$ cat src/rtl/axis_if.sv
// AXI4-Stream bundle shared by the register FIFO and its neighbours.
//   master modport: drives tdata/tkeep/tvalid/tlast/tuser, samples tready
//   slave  modport: samples tdata/tkeep/tvalid/tlast/tuser, drives tready
interface axis_if #(
    parameter int DATA_WIDTH = 8,
    parameter int KEEP_WIDTH = 1,
    parameter int USER_WIDTH = 1
);
    logic [DATA_WIDTH-1:0] tdata;
    logic [KEEP_WIDTH-1:0] tkeep;
    logic                  tvalid;
    logic                  tready;
    logic                  tlast;
    logic [USER_WIDTH-1:0] tuser;

    modport master (output tdata, tkeep, tvalid, tlast, tuser, input tready);
    modport slave  (input tdata, tkeep, tvalid, tlast, tuser, output tready);
endinterface

$ cat src/rtl/axis_register_fifo.sv
// AXI4-Stream register FIFO: DEPTH-entry circular buffer with full throughput,
// occupancy count, registered almost-full flag and a synchronous flush.
// Ports:
//   clk          clock, rising edge
//   rst          asynchronous reset, active-high (clears pointers, count, storage)
//   flush        synchronous clear of buffer contents, active-high
//   s_axis       AXI4-Stream input  (axis_if.slave)
//   m_axis       AXI4-Stream output (axis_if.master)
//   count        current occupancy, 0..DEPTH
//   almost_full  registered, high when count >= AFULL_LEVEL
module axis_register_fifo #(
    parameter int DATA_WIDTH  = 8,
    parameter bit KEEP_ENABLE = (DATA_WIDTH > 8),
    parameter int KEEP_WIDTH  = (DATA_WIDTH / 8),
    parameter bit LAST_ENABLE = 1'b1,
    parameter bit USER_ENABLE = 1'b1,
    parameter int USER_WIDTH  = 1,
    parameter int DEPTH       = 4,
    parameter int AFULL_LEVEL = DEPTH - 1,
    parameter int CW          = $clog2(DEPTH + 1)
) (
    input  logic          clk,
    input  logic          rst,
    input  logic          flush,
    axis_if.slave         s_axis,
    axis_if.master        m_axis,
    output logic [CW-1:0] count,
    output logic          almost_full
);
    localparam int PW = $clog2(DEPTH);
    // Entry layout, MSB first: data | keep | last | user
    localparam int EW = DATA_WIDTH + KEEP_WIDTH + 1 + USER_WIDTH;

    logic [PW-1:0] wr_ptr_reg, wr_ptr_next;
    logic [PW-1:0] rd_ptr_reg, rd_ptr_next;
    logic [CW-1:0] count_reg, count_next;
    logic          almost_full_reg;
    logic          s_ready, m_valid;
    logic          push, pop;
    logic [EW-1:0] in_word, out_word;
    logic [EW-1:0] entry_q [DEPTH];

    // Handshake flags depend only on registered state and flush, so there is
    // no combinational path between the two sides of the buffer.
    assign s_ready = (count_reg != CW'(DEPTH)) && !flush;
    assign m_valid = (count_reg != '0) && !flush;
    assign push    = s_axis.tvalid && s_ready;
    assign pop     = m_valid && m_axis.tready;

    // Disabled sideband fields are stored as zero so synthesis trims them.
    assign in_word = {s_axis.tdata,
                      KEEP_ENABLE ? s_axis.tkeep : {KEEP_WIDTH{1'b0}},
                      LAST_ENABLE ? s_axis.tlast : 1'b0,
                      USER_ENABLE ? s_axis.tuser : {USER_WIDTH{1'b0}}};

    // Storage entries, cleared on reset so the output payload reads zero.
    for (genvar gi = 0; gi < DEPTH; gi++) begin : g_entry
        logic [EW-1:0] entry_reg;
        always_ff @(posedge clk or posedge rst) begin
            if (rst) begin
                entry_reg <= '0;
            end else if (push && (wr_ptr_reg == PW'(gi))) begin
                entry_reg <= in_word;
            end
        end
        assign entry_q[gi] = entry_reg;
    end

    // Explicit wrap at DEPTH-1 so non-power-of-2 depths work.
    always_comb begin
        wr_ptr_next = wr_ptr_reg;
        rd_ptr_next = rd_ptr_reg;
        count_next  = count_reg;
        if (push) begin
            wr_ptr_next = (wr_ptr_reg == PW'(DEPTH - 1)) ? '0 : wr_ptr_reg + 1'b1;
        end
        if (pop) begin
            rd_ptr_next = (rd_ptr_reg == PW'(DEPTH - 1)) ? '0 : rd_ptr_reg + 1'b1;
        end
        if (push && !pop) begin
            count_next = count_reg + 1'b1;
        end else if (pop && !push) begin
            count_next = count_reg - 1'b1;
        end
    end

    always_ff @(posedge clk or posedge rst) begin
        if (rst) begin
            wr_ptr_reg      <= '0;
            rd_ptr_reg      <= '0;
            count_reg       <= '0;
            almost_full_reg <= 1'b0;
        end else if (flush) begin
            // Stored payload is left as-is; emptying the pointers is enough.
            wr_ptr_reg      <= '0;
            rd_ptr_reg      <= '0;
            count_reg       <= '0;
            almost_full_reg <= 1'b0;
        end else begin
            wr_ptr_reg      <= wr_ptr_next;
            rd_ptr_reg      <= rd_ptr_next;
            count_reg       <= count_next;
            almost_full_reg <= (count_next >= CW'(AFULL_LEVEL));
        end
    end

    assign out_word = entry_q[rd_ptr_reg];

    assign s_axis.tready = s_ready;
    assign m_axis.tvalid = m_valid;
    assign m_axis.tdata  = out_word[EW-1 -: DATA_WIDTH];
    assign m_axis.tkeep  = KEEP_ENABLE ? out_word[USER_WIDTH+1 +: KEEP_WIDTH] : {KEEP_WIDTH{1'b1}};
    assign m_axis.tlast  = LAST_ENABLE ? out_word[USER_WIDTH] : 1'b1;
    assign m_axis.tuser  = USER_ENABLE ? out_word[USER_WIDTH-1:0] : {USER_WIDTH{1'b0}};

    assign count       = count_reg;
    assign almost_full = almost_full_reg;
endmodule

$ cat src/flat_wrapper.sv
// flat-port wrapper written by rule: the top's interface ports become plain ports
module axis_register_fifo_flat 
#(
    parameter int DATA_WIDTH  = 8,
    parameter bit KEEP_ENABLE = (DATA_WIDTH > 8),
    parameter int KEEP_WIDTH  = (DATA_WIDTH / 8),
    parameter bit LAST_ENABLE = 1'b1,
    parameter bit USER_ENABLE = 1'b1,
    parameter int USER_WIDTH  = 1,
    parameter int DEPTH       = 4,
    parameter int AFULL_LEVEL = DEPTH - 1,
    parameter int CW          = $clog2(DEPTH + 1)
)
  (clk, rst, flush, count, almost_full, s_axis_tdata, s_axis_tkeep, s_axis_tvalid, s_axis_tlast, s_axis_tuser, s_axis_tready, m_axis_tdata, m_axis_tkeep, m_axis_tvalid, m_axis_tlast, m_axis_tuser, m_axis_tready);
  axis_if #(.DATA_WIDTH(DATA_WIDTH), .KEEP_WIDTH(KEEP_WIDTH), .USER_WIDTH(USER_WIDTH)) s_axis_i ();
  axis_if #(.DATA_WIDTH(DATA_WIDTH), .KEEP_WIDTH(KEEP_WIDTH), .USER_WIDTH(USER_WIDTH)) m_axis_i ();
  input  logic clk;
  input  logic rst;
  input  logic flush;
  output logic [CW-1:0] count;
  output logic almost_full;
  input wire logic [$bits(s_axis_i.tdata)-1:0] s_axis_tdata;
  input wire logic [$bits(s_axis_i.tkeep)-1:0] s_axis_tkeep;
  input wire logic [$bits(s_axis_i.tvalid)-1:0] s_axis_tvalid;
  input wire logic [$bits(s_axis_i.tlast)-1:0] s_axis_tlast;
  input wire logic [$bits(s_axis_i.tuser)-1:0] s_axis_tuser;
  output wire logic [$bits(s_axis_i.tready)-1:0] s_axis_tready;
  output wire logic [$bits(m_axis_i.tdata)-1:0] m_axis_tdata;
  output wire logic [$bits(m_axis_i.tkeep)-1:0] m_axis_tkeep;
  output wire logic [$bits(m_axis_i.tvalid)-1:0] m_axis_tvalid;
  output wire logic [$bits(m_axis_i.tlast)-1:0] m_axis_tlast;
  output wire logic [$bits(m_axis_i.tuser)-1:0] m_axis_tuser;
  input wire logic [$bits(m_axis_i.tready)-1:0] m_axis_tready;
  assign s_axis_i.tdata = s_axis_tdata;
  assign s_axis_i.tkeep = s_axis_tkeep;
  assign s_axis_i.tvalid = s_axis_tvalid;
  assign s_axis_i.tlast = s_axis_tlast;
  assign s_axis_i.tuser = s_axis_tuser;
  assign s_axis_tready = s_axis_i.tready;
  assign m_axis_tdata = m_axis_i.tdata;
  assign m_axis_tkeep = m_axis_i.tkeep;
  assign m_axis_tvalid = m_axis_i.tvalid;
  assign m_axis_tlast = m_axis_i.tlast;
  assign m_axis_tuser = m_axis_i.tuser;
  assign m_axis_i.tready = m_axis_tready;
  axis_register_fifo #(.DATA_WIDTH(DATA_WIDTH), .KEEP_ENABLE(KEEP_ENABLE), .KEEP_WIDTH(KEEP_WIDTH), .LAST_ENABLE(LAST_ENABLE), .USER_ENABLE(USER_ENABLE), .USER_WIDTH(USER_WIDTH), .DEPTH(DEPTH), .AFULL_LEVEL(AFULL_LEVEL), .CW(CW)) u_core (.clk(clk), .rst(rst), .flush(flush), .s_axis(s_axis_i), .m_axis(m_axis_i), .count(count), .almost_full(almost_full));
endmodule
$ cat config.mk
export PLATFORM = sky130hd
export DESIGN_NAME = axis_register_fifo_flat
export DESIGN_NICKNAME = d
export VERILOG_FILES = /design/src/rtl/axis_if.sv /design/src/rtl/axis_register_fifo.sv /design/src/flat_wrapper.sv
export SDC_FILE = /design/constraint.sdc
export NUM_CORES = 1
export LEC_CHECK = 0
export CORE_AREA = 8 8 79 81
export CTS_CLUSTER_DIAMETER = 40
export DETAILED_ROUTE_END_ITERATION = 8
export DIE_AREA = 0 0 87 89
export DONT_BUFFER_PORTS = 1
export GPL_TIMING_DRIVEN = 0
export PLACE_DENSITY_LB_ADDON = 0.05
export SETUP_SLACK_MARGIN = 0.02
export SKIP_CTS_REPAIR_TIMING = 1
export SLEW_MARGIN = 0
export SYNTH_ARGS = -nofsm -noshare
export SYNTH_HDL_FRONTEND = slang
export SYNTH_SLANG_ARGS = --single-unit
$ cat constraint.sdc
create_clock -name clk -period 4.8 [get_ports clk]
set_input_delay 0.72 -clock clk [delete_from_list [all_inputs] [get_ports clk]]
set_output_delay 0.72 -clock clk [all_outputs]
set_load 0.02 [all_outputs]
# After elaboration in Yosys (flattened, before gate mapping)
# Index checks and enable logic that the tools add are counted.
# totals
elab_cells	50
inputBits	16
reg_bits	48
out_inout_bits	17
# op_classes
bitwise_logic	1
n_eq_ne	5
reduce_logical	17
n_lt_le_gt_ge	2
add_sub_neg	4
mux	13
# op_table
cell	n
$bmux 11 s2	1
$mux 11	2
$mux 2	6
$logic_and 1x1->1	10
$mux 3	3
$eq 2x2->1 const B	3
$add 2x1->2 const B	2
$reduce_bool 2->1	2
$add 3x1->3 const B	1
$ge 3x2->1 const B	1
$ge 3x3->1 const B	1
$logic_not 1->1	3
$ne 3x3->1 const B	1
$not 2->3	1
$reduce_bool 3->1	1
$sub 3x1->3 const B	1
$eq 2x1->1 const B	1
$logic_not 2->1	1
$mux 1	1

# Logic depth before layout (Yosys ltp)
# logic_depth
word_depth	9
depth_mapped	8
depth_no_buf	7

# Least setup slack after synthesis
# Ideal clock, no wire load.
# synth_timing
path_type	register to register
from	reg u_core.count_reg[0], in the netlist u_core.count[0]
to	reg u_core.almost_full_reg, in the netlist u_core.almost_full
required_ps	4674
t_arrival_ps	2024
slack_ps	2650
path_stages_with_launch	8
period_less_slack_ps	2150
cell_sequence	dfrtp_1 inv_1 ha_1 nor2b_1 nor3b_2 mux2i_1 xnor2_1 a221o_1
# synth_via
elab_chain_cells	9
elab_cells_between_ends	16
# synth_rtl
item	line_no	rtl
start, declared	axis_register_fifo.sv:36	logic [CW-1:0] count_reg, count_next;
start signal, assigned	axis_register_fifo.sv:102	count_reg <= count_next;
$ne 3x3->1	axis_register_fifo.sv:45	assign s_ready = (count_reg != CW'(DEPTH)) && !flush;
$logic_and 1x1->1	axis_register_fifo.sv:45	
$logic_and 1x1->1	axis_register_fifo.sv:47	assign push = s_axis.tvalid && s_ready;
$logic_not 1->1	axis_register_fifo.sv:82	end else if (pop && !push) begin
$logic_and 1x1->1	axis_register_fifo.sv:82	
$mux 3	axis_register_fifo.sv:82	
$mux 3 (*)	axis_register_fifo.sv:80	if (push && !pop) begin
$ge 3x2->1 (*)	axis_register_fifo.sv:103	almost_full_reg <= (count_next >= CW'(AFULL_LEVEL));
$mux 1 (*)	axis_register_fifo.sv:93	end else if (flush) begin
end signal, assigned	axis_register_fifo.sv:103	
end, declared	axis_register_fifo.sv:37	logic almost_full_reg;
# Every way passes the cells marked *; elsewhere a longest branch is shown, timed or not.
# A chain may end at the register's enable or synchronous reset.

# Worst setup path in the final report
# layout_timing
from	reg u_core.count_reg[0], in the netlist u_core.count[0]
to	out m_axis_tvalid
# layout_via
elab_chain_cells	2
# layout_rtl
item	line_no	rtl
$reduce_bool 3->1	axis_register_fifo.sv:46	assign m_valid = (count_reg != '0) && !flush;
$logic_and 1x1->1	axis_register_fifo.sv:46	
end, declared	flat_wrapper.sv:30	output wire logic [$bits(m_axis_i.tvalid)-1:0] m_axis_tvalid;
# No other way between the ends.

==> out/metrics.cfg <==
[die]
core_region_area_um2 = 4980
dieHeight_um = 89
die_area_um2 = 7740
io_pins = 33
die_w_um = 87
row_count = 26
start_util_pct = 47.5

[final_layout]
layout.nets = 190
diodes = 0
area_delta_synth_final_pct = 9.26
largest_reg_flops = 40
nFillCells = 417
drive_above_1_share_pct = 43.7

[clocking]
clkTransAtPathRegs_ns = 0.09
clock_path_buffers = 2
htreeDepth = 2
cts_buffers = 5
cts-root-buf = clkbuf_8
clk_latency_ns = 0.30
tritoncts = yes
clock_sinks = 48

[yosys]
yosysWarningCount = 0
synthCells = 158
synth_edf_count = 0
synth_nets = 182
synthTopCellsByCount = dfrtp_1, mux2_2, mux4_2
synth_most_common_cell = dfrtp_1
synth_top_flop_cell = dfrtp_1
seq_area_frac_synth_pct = 50.8
synth.distinct_cells = 33
synth_top_area_share_pct = 50.8
synth_top_area_cell = dfrtp_1
async_flop_share_pct = 100
syn-cell-area_um2 = 2360
ys_top_cells_by_area = dfrtp_1, mux2_2, mux4_2, ha_1, nand2_8
synth.avg_cell_area_um2 = 15.0
synth_seq_cells = 48

[sta]
setup-tns-final_ns = 0
setup_viol = 0
finalCritPeriodShare_pct = 52.6
hold_slack_ns = 0.282
final_max_slew_viol_count = 0
rsz0062_at_grt = false
hold_viol = 0
clock_skew_ns = 0.00288
relSlewSlack_pct = 58.0
tightestPinTransition_ns = 0.630
fmax_mhz = 396
post-route-min-period_ns = 2.52

[run]
max_cap_viol_count = 0

[worst_setup_path]
crit_arrival_ns = 1.80
crit_chain = inv_1 -> ha_1 -> nor2b_1 -> nor2_1
start_kind = register
cp.required_ns = 4.08
cp-end-kind = primary output
worstPathMaxFanout = 6
max_stage_delay_ns = 0.57
critPathKind = register to primary output
crit_slowest_cell = dfrtp_1

[pwr]
vdd_drop_max_mv = 0.254
p_leak_nw = 1.12
powerDensity_nw_per_um2 = 577

[global_routing]
grt_first_pass_wirelength_mm = 7.45
gr-total-overflow = 0
grt_pass1_vias = 1398
antenna_found_initial = 0
grt_max_degree = 33
grt_util_all_layers_pct = 12.9

[detailed_routing]
vias = 1290
routedWlPerCell_um = 19.4
wl_mm = 4.59
drc = 0
drtIter0Drc = 46
ant_nets = 0
first_pass_iters = 4
viasPerCell = 5.44

[run_status]
outcome = completed

[placed_design]
place_hpwl_mm = 3.27
gp_congestion = 0.787
portBuffers = 0

[min_path]
hold_class = input port to async pin

==> per-layer routing <==
layer | vias to the layer above | track usage, % | wire length (um)
met5 | - | 0 | 0
met4 | 0 | 3.76 | 27
met3 | 2 | 4.50 | 292
met2 | 32 | 21.6 | 2360
met1 | 671 | 15.2 | 1910
li1 | 585 | - | -
==> critical path: cells and delay by family, from the launching register on <==
family / cells / cell delay, ns
simple gates: 2 / 0.53
flops: 1 / 0.57
buf+inv: 1 / 0.15
fa+ha+maj: 1 / 0.26
==> through the flow <==
step | util (%) | power [W] | instance area (um2) | instances | setup WS, ns
finish | 51.9 | 0.00149 | 2580 | 237 | 2.28
global route | 51.9 | 0.00159 | 2580 | 237 | 2.17
CTS | 51.9 | 0.00151 | 2580 | 237 | 2.25
detailed placement | 49.6 | 0.00122 | 2470 | 229 | 2.33
global placement | 49.2 | 0.00118 | 2450 | 228 | 2.45
floorplan | - | 0.00111 | 2360 | 158 | 2.65
==> layout by cell type, fill, tap and decap left out, types with 2 or more instances in the layout <==
cell type   n
dfrtp_1    48
mux2_2     36
mux4_2     10
ha_1        8
nand2_1     7
inv_1       5
clkbuf_8    5
mux2_4      4
o31ai_1     4
nor2_1      4
nand2_8     3
nand3_1     3
xnor2_1     3
buf_12      2
o21ai_0     2
==> final timing paths <==
check                                                      startpoint                                          to  slack, ns  cells past startpoint
hold / removal                                                    rst            u_core.wr_ptr_reg[1]$_DFFE_PP0P_       0.28                      1
max in group asynchronous                                         rst  u_core.g_entry[0].entry_reg[4]$_DFFE_PP0P_       4.02                      2
setup reg to reg                            u_core.count[0]$_DFF_PP0_                u_core.almost_full$_DFF_PP0_       2.32                      7
setup / recovery                            u_core.count[0]$_DFF_PP0_                               m_axis_tvalid       2.28                      4
min in group clk           u_core.g_entry[2].entry_reg[3]$_DFFE_PP0P_  u_core.g_entry[2].entry_reg[3]$_DFFE_PP0P_       0.51                      1
hold reg to reg            u_core.g_entry[2].entry_reg[3]$_DFFE_PP0P_  u_core.g_entry[2].entry_reg[3]$_DFFE_PP0P_       0.51                      1
==> cell families (layout without fill, tap and decap cells) <==
| logic type | count (synthesis) | after routing | share of synthesized area [%] |
|---|---|---|---|
| multiplexers | 51 | 51 | 29.6 |
| flip-flops | 48 | 48 | 50.8 |
| AND/OR/NAND/NOR | 24 | 24 | 7.25 |
| AO/OA/AOI/OAI | 11 | 11 | 3.39 |
| buffers and inverters | 11 | 20 | 2.96 |
| adder cells (fa/ha/maj) | 9 | 9 | 4.66 |
| XOR/XNOR | 3 | 3 | 1.11 |
| other | 1 | 1 | 0.159 |
==> power breakdown <==
part	internal (W)	switching [W]	total [W]
clock	0.000154	0.000135	0.000289
sequential	0.000570	0.000112	0.000682
combinational	0.000270	0.000250	0.000520
total	0.000994	0.000496	0.00149
==> final cells by class <==
class / count / area, um2 / share of cell area [%]
Tap cell: 70 / 87.6 / 3.39
Inverter: 6 / 22.5 / 0.872
Clock inverter: 3 / 42.5 / 1.65
Timing Repair Buffer: 1 / 20.0 / 0.775
Buffer: 5 / 47.5 / 1.84
Clock buffer: 5 / 68.8 / 2.66
Multi-Input combinational cell: 99 / 1090 / 42.3
Sequential cell: 48 / 1200 / 46.5
Note: power is estimated with default switching activity, not from simulation.
